[config.mk]
export PLATFORM = sky130hd
export DESIGN_NAME = seq_fsm_gen_flat
export DESIGN_NICKNAME = d
export VERILOG_FILES = /design/src/rtl/seq_fsm_gen_if.sv /design/src/rtl/seq_fsm_gen.sv /design/src/flat_wrapper.sv
export SDC_FILE = /design/constraint.sdc
export NUM_CORES = 1
export LEC_CHECK = 0
export ABC_CLOCK_PERIOD_IN_PS = 1850
export BUFFER_PORTS_ARGS = -buffer_cell sky130_fd_sc_hd__clkbuf_2
export CAP_MARGIN = 20
export CORE_MARGIN = 2
export CORE_UTILIZATION = 55
export DETAILED_ROUTE_END_ITERATION = 8
export PLACE_DENSITY = 0.74
export SLEW_MARGIN = 10
export SYNTH_ARGS = -nofsm -noshare
export SYNTH_HDL_FRONTEND = slang
export SYNTH_SLANG_ARGS = --single-unit
[constraint.sdc]
create_clock -name clk -period 1.85 [get_ports clk]
set_input_delay 0.0925 -clock clk [delete_from_list [all_inputs] [get_ports clk]]
set_output_delay 0.0925 -clock clk [all_outputs]
set_load 0.01 [all_outputs]
[src/rtl/seq_fsm_gen_if.sv]
`default_nettype none
// ============================================================================
// Module   : seq_fsm_gen_if
// Purpose  : Control and status bundle for the seq_fsm_gen sequence generator.
//            The master side drives stepping, loading, table writes and error
//            clearing. The slave side (the generator) returns the current
//            state, the Moore output word, the wrap pulse and the sticky error.
// Ports    : master -> en, load, load_state, cfg_we, cfg_addr, cfg_next,
//                      cfg_out, err_clr
//            slave  -> state_o, y, wrap, err
// Revision : 1.0  initial release
// ============================================================================
interface seq_fsm_gen_if #(
  parameter int N_STATES = 7,
  parameter int OUT_W    = 2
);
  localparam int SW = ($clog2(N_STATES) < 1) ? 1 : $clog2(N_STATES);

  logic             en;
  logic             load;
  logic [SW-1:0]    load_state;
  logic             cfg_we;
  logic [SW-1:0]    cfg_addr;
  logic [SW-1:0]    cfg_next;
  logic [OUT_W-1:0] cfg_out;
  logic             err_clr;
  logic [SW-1:0]    state_o;
  logic [OUT_W-1:0] y;
  logic             wrap;
  logic             err;

  modport master (
    output en, load, load_state, cfg_we, cfg_addr, cfg_next, cfg_out, err_clr,
    input  state_o, y, wrap, err
  );

  modport slave (
    input  en, load, load_state, cfg_we, cfg_addr, cfg_next, cfg_out, err_clr,
    output state_o, y, wrap, err
  );
endinterface
`default_nettype wire

[src/rtl/seq_fsm_gen.sv]
`default_nettype none
// ============================================================================
// Module   : seq_fsm_gen
// Purpose  : Run-time programmable Moore sequence generator. Walks a
//            next-state table held in flops and presents the per-state output
//            word. Supports direct load of a state, stepping under en, table
//            writes concurrent with stepping, and a sticky illegal-value flag.
// Ports    : clk    - clock, rising edge
//            reset  - synchronous active-high reset
//            bus    - seq_fsm_gen_if.slave (control in, state/y/wrap/err out)
// Revision : 1.0  initial release
// ============================================================================
module seq_fsm_gen #(
  parameter int N_STATES = 7,
  parameter int OUT_W    = 2
) (
  input  wire logic    clk,
  input  wire logic    reset,
  seq_fsm_gen_if.slave bus
);
  localparam int SW = ($clog2(N_STATES) < 1) ? 1 : $clog2(N_STATES);

  // State count widened by one bit so 256 states still fits the compare.
  localparam logic [SW:0] c_n_states = (SW + 1)'(N_STATES);

  logic [SW-1:0]    r_state;
  logic [SW-1:0]    r_next_tab [N_STATES];
  logic [OUT_W-1:0] r_out_tab  [N_STATES];
  logic             r_wrap;
  logic             r_err;

  logic             w_state_ok;
  logic             w_load_ok;
  logic             w_addr_ok;
  logic             w_next_ok;
  logic             w_wr_ok;
  logic [SW-1:0]    w_adv_dest;
  logic             w_new_err;

  assign w_state_ok = ({1'b0, r_state}        < c_n_states);
  assign w_load_ok  = ({1'b0, bus.load_state} < c_n_states);
  assign w_addr_ok  = ({1'b0, bus.cfg_addr}   < c_n_states);
  assign w_next_ok  = ({1'b0, bus.cfg_next}   < c_n_states);
  assign w_wr_ok    = bus.cfg_we && w_addr_ok && w_next_ok;

  // A state outside the table (only reachable with non-power-of-2 N_STATES
  // after an upset) is recovered to 0 on the next advance.
  assign w_adv_dest = w_state_ok ? r_next_tab[r_state] : '0;

  always_comb begin
    w_new_err = 1'b0;
    if (bus.cfg_we && !(w_addr_ok && w_next_ok)) begin
      w_new_err = 1'b1;
    end
    if (bus.load) begin
      if (!w_load_ok) begin
        w_new_err = 1'b1;
      end
    end else if (bus.en && !w_state_ok) begin
      w_new_err = 1'b1;
    end
  end

  // State register and wrap pulse. The advance reads the table before any
  // same-edge write lands, so a write to the current entry applies next pass.
  always_ff @(posedge clk) begin
    if (reset) begin
      r_state <= '0;
      r_wrap  <= 1'b0;
    end else if (bus.load) begin
      r_state <= w_load_ok ? bus.load_state : '0;
      r_wrap  <= 1'b0;
    end else if (bus.en) begin
      r_state <= w_adv_dest;
      r_wrap  <= (w_adv_dest == '0);
    end else begin
      r_wrap  <= 1'b0;
    end
  end

  // Table storage; reset restores the plain incrementing cycle 0..N-1.
  always_ff @(posedge clk) begin
    if (reset) begin
      for (int i = 0; i < N_STATES; i++) begin
        r_next_tab[i] <= SW'((i + 1) % N_STATES);
        r_out_tab[i]  <= '0;
      end
    end else if (w_wr_ok) begin
      r_next_tab[bus.cfg_addr] <= bus.cfg_next;
      r_out_tab[bus.cfg_addr]  <= bus.cfg_out;
    end
  end

  // Sticky error: a fresh error wins over a simultaneous clear.
  always_ff @(posedge clk) begin
    if (reset) begin
      r_err <= 1'b0;
    end else if (w_new_err) begin
      r_err <= 1'b1;
    end else if (bus.err_clr) begin
      r_err <= 1'b0;
    end
  end

  assign bus.state_o = r_state;
  assign bus.y       = w_state_ok ? r_out_tab[r_state] : '0;
  assign bus.wrap    = r_wrap;
  assign bus.err     = r_err;
endmodule
`default_nettype wire

[src/flat_wrapper.sv]
// flat-port wrapper written by rule: the top's interface ports become plain ports
module seq_fsm_gen_flat 
#(
  parameter int N_STATES = 7,
  parameter int OUT_W    = 2
)
  (clk, reset, bus_en, bus_load, bus_load_state, bus_cfg_we, bus_cfg_addr, bus_cfg_next, bus_cfg_out, bus_err_clr, bus_state_o, bus_y, bus_wrap, bus_err);
  seq_fsm_gen_if #(.N_STATES(N_STATES), .OUT_W(OUT_W)) bus_i ();
  input  wire logic clk;
  input  wire logic reset;
  input wire logic [$bits(bus_i.en)-1:0] bus_en;
  input wire logic [$bits(bus_i.load)-1:0] bus_load;
  input wire logic [$bits(bus_i.load_state)-1:0] bus_load_state;
  input wire logic [$bits(bus_i.cfg_we)-1:0] bus_cfg_we;
  input wire logic [$bits(bus_i.cfg_addr)-1:0] bus_cfg_addr;
  input wire logic [$bits(bus_i.cfg_next)-1:0] bus_cfg_next;
  input wire logic [$bits(bus_i.cfg_out)-1:0] bus_cfg_out;
  input wire logic [$bits(bus_i.err_clr)-1:0] bus_err_clr;
  output wire logic [$bits(bus_i.state_o)-1:0] bus_state_o;
  output wire logic [$bits(bus_i.y)-1:0] bus_y;
  output wire logic [$bits(bus_i.wrap)-1:0] bus_wrap;
  output wire logic [$bits(bus_i.err)-1:0] bus_err;
  assign bus_i.en = bus_en;
  assign bus_i.load = bus_load;
  assign bus_i.load_state = bus_load_state;
  assign bus_i.cfg_we = bus_cfg_we;
  assign bus_i.cfg_addr = bus_cfg_addr;
  assign bus_i.cfg_next = bus_cfg_next;
  assign bus_i.cfg_out = bus_cfg_out;
  assign bus_i.err_clr = bus_err_clr;
  assign bus_state_o = bus_i.state_o;
  assign bus_y = bus_i.y;
  assign bus_wrap = bus_i.wrap;
  assign bus_err = bus_i.err;
  seq_fsm_gen #(.N_STATES(N_STATES), .OUT_W(OUT_W)) u_core (.clk(clk), .reset(reset), .bus(bus_i));
endmodule
==> tab_implementation.tex <==
\begin{tabular}{lr}
\hline
Metric & Value \\
\hline
\multicolumn{2}{l}{\textbf{Placement}} \\
Half-perimeter wire length of the detailed placement result & 3.48 mm \\
GP Congestion & 0.845 \\
Inst Count DP & 238 \\
Number of port buffers & 23 \\
\multicolumn{2}{l}{\textbf{Setup path}} \\
Critical Path Sink Type & output port \\
Worst Setup Path Type & reg -> out \\
Worst EP arrival & 1.64 ns \\
Crit path max fanout & 7 \\
Critical Path Source Type & register \\
Register-to-register setup slack & 0.12 ns \\
WP data required & 1.76 ns \\
Reg2Reg Depth & 4 \\
\multicolumn{2}{l}{\textbf{Finish}} \\
Area taken by flip-flops and latches & 0.00132 mm² \\
Layout filler cell count & 290 \\
Number of nets in the final layout & 214 \\
Share of layout cells above drive strength 1 & 25.8\% \\
Number of antenna repair diodes & 0 \\
Post-route non-filler standard cell count & 246 \\
Area used by multi-input combinational logic & 876 µm² \\
Synth-to-Final Area Change & 15.5\% \\
\multicolumn{2}{l}{\textbf{Synthesis}} \\
Most used flip-flop cell after synthesis & edfxtp\_1 \\
Portion of synthesized cell area occupied by the leading cell type & 47.8\% \\
Summed instance area of the synthesized netlist & 0.00220 mm² \\
Mean instance size in the synthesized netlist & 14.0 µm² \\
EDFF count, synth & 35 \\
Cell type with the largest total area after synthesis & edfxtp\_1 \\
Flip-flop and latch count after synthesis & 48 \\
Sequential fraction of the synthesis area & 59.6\% \\
Fraction of synthesis flops using an asynchronous set or reset pin & 0\% \\
Area contributors post-synth & edfxtp\_1, mux4\_1, dfxtp\_1 \\
Cell variety after synth & 30 \\
Synth warn & 0 \\
Post-Syn Instances & 157 \\
\multicolumn{2}{l}{\textbf{Floorplan}} \\
Die extent in x & 67.2 µm \\
Row cnt & 22 \\
Floorplan die area & 0.00452 mm² \\
Placeable Area & 0.00374 mm² \\
Top-level I/O count & 24 \\
Die boundary height & 67.2 µm \\
Starting density of the core & 58.7\% \\
\multicolumn{2}{l}{\textbf{Timing}} \\
Final hold viol count & 0 \\
Setup violators final & 0 \\
Relative max-transition margin & 64.6\% \\
Fin. max-slew vios & 0 \\
Crit share post-route & 93.6\% \\
Clock tree skew after final layout & 0.00563 ns \\
Total negative slack & 0 ns \\
Pin slew with the least headroom to its limit & 0.524 ns \\
Unrepaired setup endpoints after global routing & no \\
Post-route minimum period & 1.73 ns \\
Peak Freq & 577 MHz \\
\multicolumn{2}{l}{\textbf{Global routing}} \\
Overflow after GRT & 0 \\
Via count of the first global-routing pass & 1410 \\
Wire length of the first global-routing pass & 7.02 mm \\
Global-route total usage across every layer & 22.9\% \\
Pin count of the biggest net entering global routing & 16 \\
Initial antenna violation count & 0 \\
\multicolumn{2}{l}{\textbf{Hold path}} \\
Instance count along the most critical hold path & 3 \\
Hold Path Class & in -> reg \\
\multicolumn{2}{l}{\textbf{Route}} \\
Drt first-iter violations & 53 \\
Detailed Routing Iterations Pass 1 & 4 \\
Remaining DRCs & 0 \\
Aggregate routed wire length & 4.47 mm \\
Via count & 1419 \\
Vias per std cell & 5.77 \\
Antenna Violating Nets Remaining & 0 \\
DR WL/cell & 18.2 µm \\
\multicolumn{2}{l}{\textbf{Power}} \\
Power density of the placed cells & 845 mW/mm² \\
Worst-case vdd ir drop & 0.678 mV \\
Standby leakage power & 1.00 nW \\
\multicolumn{2}{l}{\textbf{Clock tree}} \\
CTS buffer count & 5 \\
H-tree Lvls & 2 \\
Clk sinks & 48 \\
Clock network latency to the later pin of the worst-skew pair & 0.30 ns \\
Clock Root Buffer & clkbuf\_8 \\
Post-CTS Setup Inserts & 0 \\
Maximum count of clock buffers along a single path & 2 \\
Clock transition time at the flip-flop clock pins of the worst setup and hold paths & 0.09 ns \\
CTS tree & yes \\
\multicolumn{2}{l}{\textbf{Status}} \\
Result of the run & finished, final reports clean \\
\multicolumn{2}{l}{\textbf{Flow run}} \\
Max-cap viol count & 0 \\
\hline
\end{tabular}
metrics by stage:
| stage | util [%] | hold WS, ns | total power, W | worst slack [ns] | instance area [µm²] |
|---|---|---|---|---|---|
| after global placement | 65.2 | 0.369 | 0.00152 | 0.0509 | 2440 |
| after detailed placement | 65.2 | 0.377 | 0.00153 | 0.0253 | 2440 |
| final | 67.8 | 0.0605 | 0.00215 | 0.118 | 2540 |
| after floorplan | - | 0.219 | 0.00142 | 0.186 | 2210 |
| after CTS | 67.8 | 0.0590 | 0.00215 | 0.0603 | 2540 |
| after global routing | 67.8 | 0.0687 | 0.00223 | 0.0249 | 2540 |
flip-flops by register name, indices dropped and copies added (netlist names), named ones only:
signal,flops
u_core.bus.err,1
u_core.r_out_tab,16
u_core.r_next_tab,24
u_core.bus.wrap,1
u_core.bus.state_o,3
cell type report:
class | count | share of cell area (%)
multi-input combinational | 108 | 34.5
clock inverter | 1 | 0.296
clock buffer | 7 | 3.40
tap | 48 | 2.36
inverter | 1 | 0.148
timing repair buffer | 33 | 7.49
sequential | 48 | 51.8
cell families (layout without fill, tap and decap cells):
| family | count (synthesis) | after routing | share of synthesized area [%] |
|---|---|---|---|
| buf+inv | 5 | 42 | 1.19 |
| other cells | 1 | 5 | 0.171 |
| compound gates | 12 | 12 | 4.04 |
| mux | 20 | 20 | 16.7 |
| simple gates | 71 | 71 | 18.3 |
| flops | 48 | 48 | 59.6 |
worst max-delay path: stages (launching register included):
cell      delay (ns)
dfxtp_4         0.42
mux4_1          0.58
mux2i_1         0.15
a31oi_1         0.05
clkbuf_2        0.13
path summary, 6_finish.rpt:
kind,startpoint,end
max,register,bus_y[1]
min,bus_load_state[0],u_core.bus.state_o[0]$_SDFFE_PP0N_
max reg2reg,register,u_core.bus.wrap$_SDFF_PP0_
min reg2reg,u_core.bus.err$_SDFFE_PP0P_,u_core.bus.err$_SDFFE_PP0P_
layer usage:
metal	track usage [%]	vias up	wire length, µm
met1	25.6	683	1830
met2	42.0	45	2330
met4	9.95	0	112
met3	4.67	8	194
met5	0	-	0
li1	-	683	-
Yosys cell counts (all sizes together), types with 4 or more instances:
cell    count
edfxtp     35
and2       22
dfxtp      13
mux4       10
nor2        9
nand2b      8
mux2i       7
nand2       7
nand3       6
or2         5
nand4       4
or3         4
where the power goes:
part / switching (W) / leakage [nW] / internal (W)
sequential: 0.0000434 / 0.447 / 0.00122
combinational: 0.000117 / 0.512 / 0.000123
clock: 0.000338 / 0.0445 / 0.000304
placed cells by master, fill, tap and decap left out, types with 7 or more instances in the layout:
master / instances
nand2b_1: 8
nand2_1: 7
dfxtp_1: 11
mux2i_1: 7
edfxtp_1: 35
nor2_1: 9
clkbuf_2: 23
and2_1: 22
mux4_1: 10
buf_4: 10
what timing repair did:
action / 4_1_cts / 5_1_grt
endpoints found under the setup margin: 3 / 1
hold buffers: 0 / 0
gates resized for setup: 2 / 1
No activity file was read; power rests on OpenSTA's default activity.
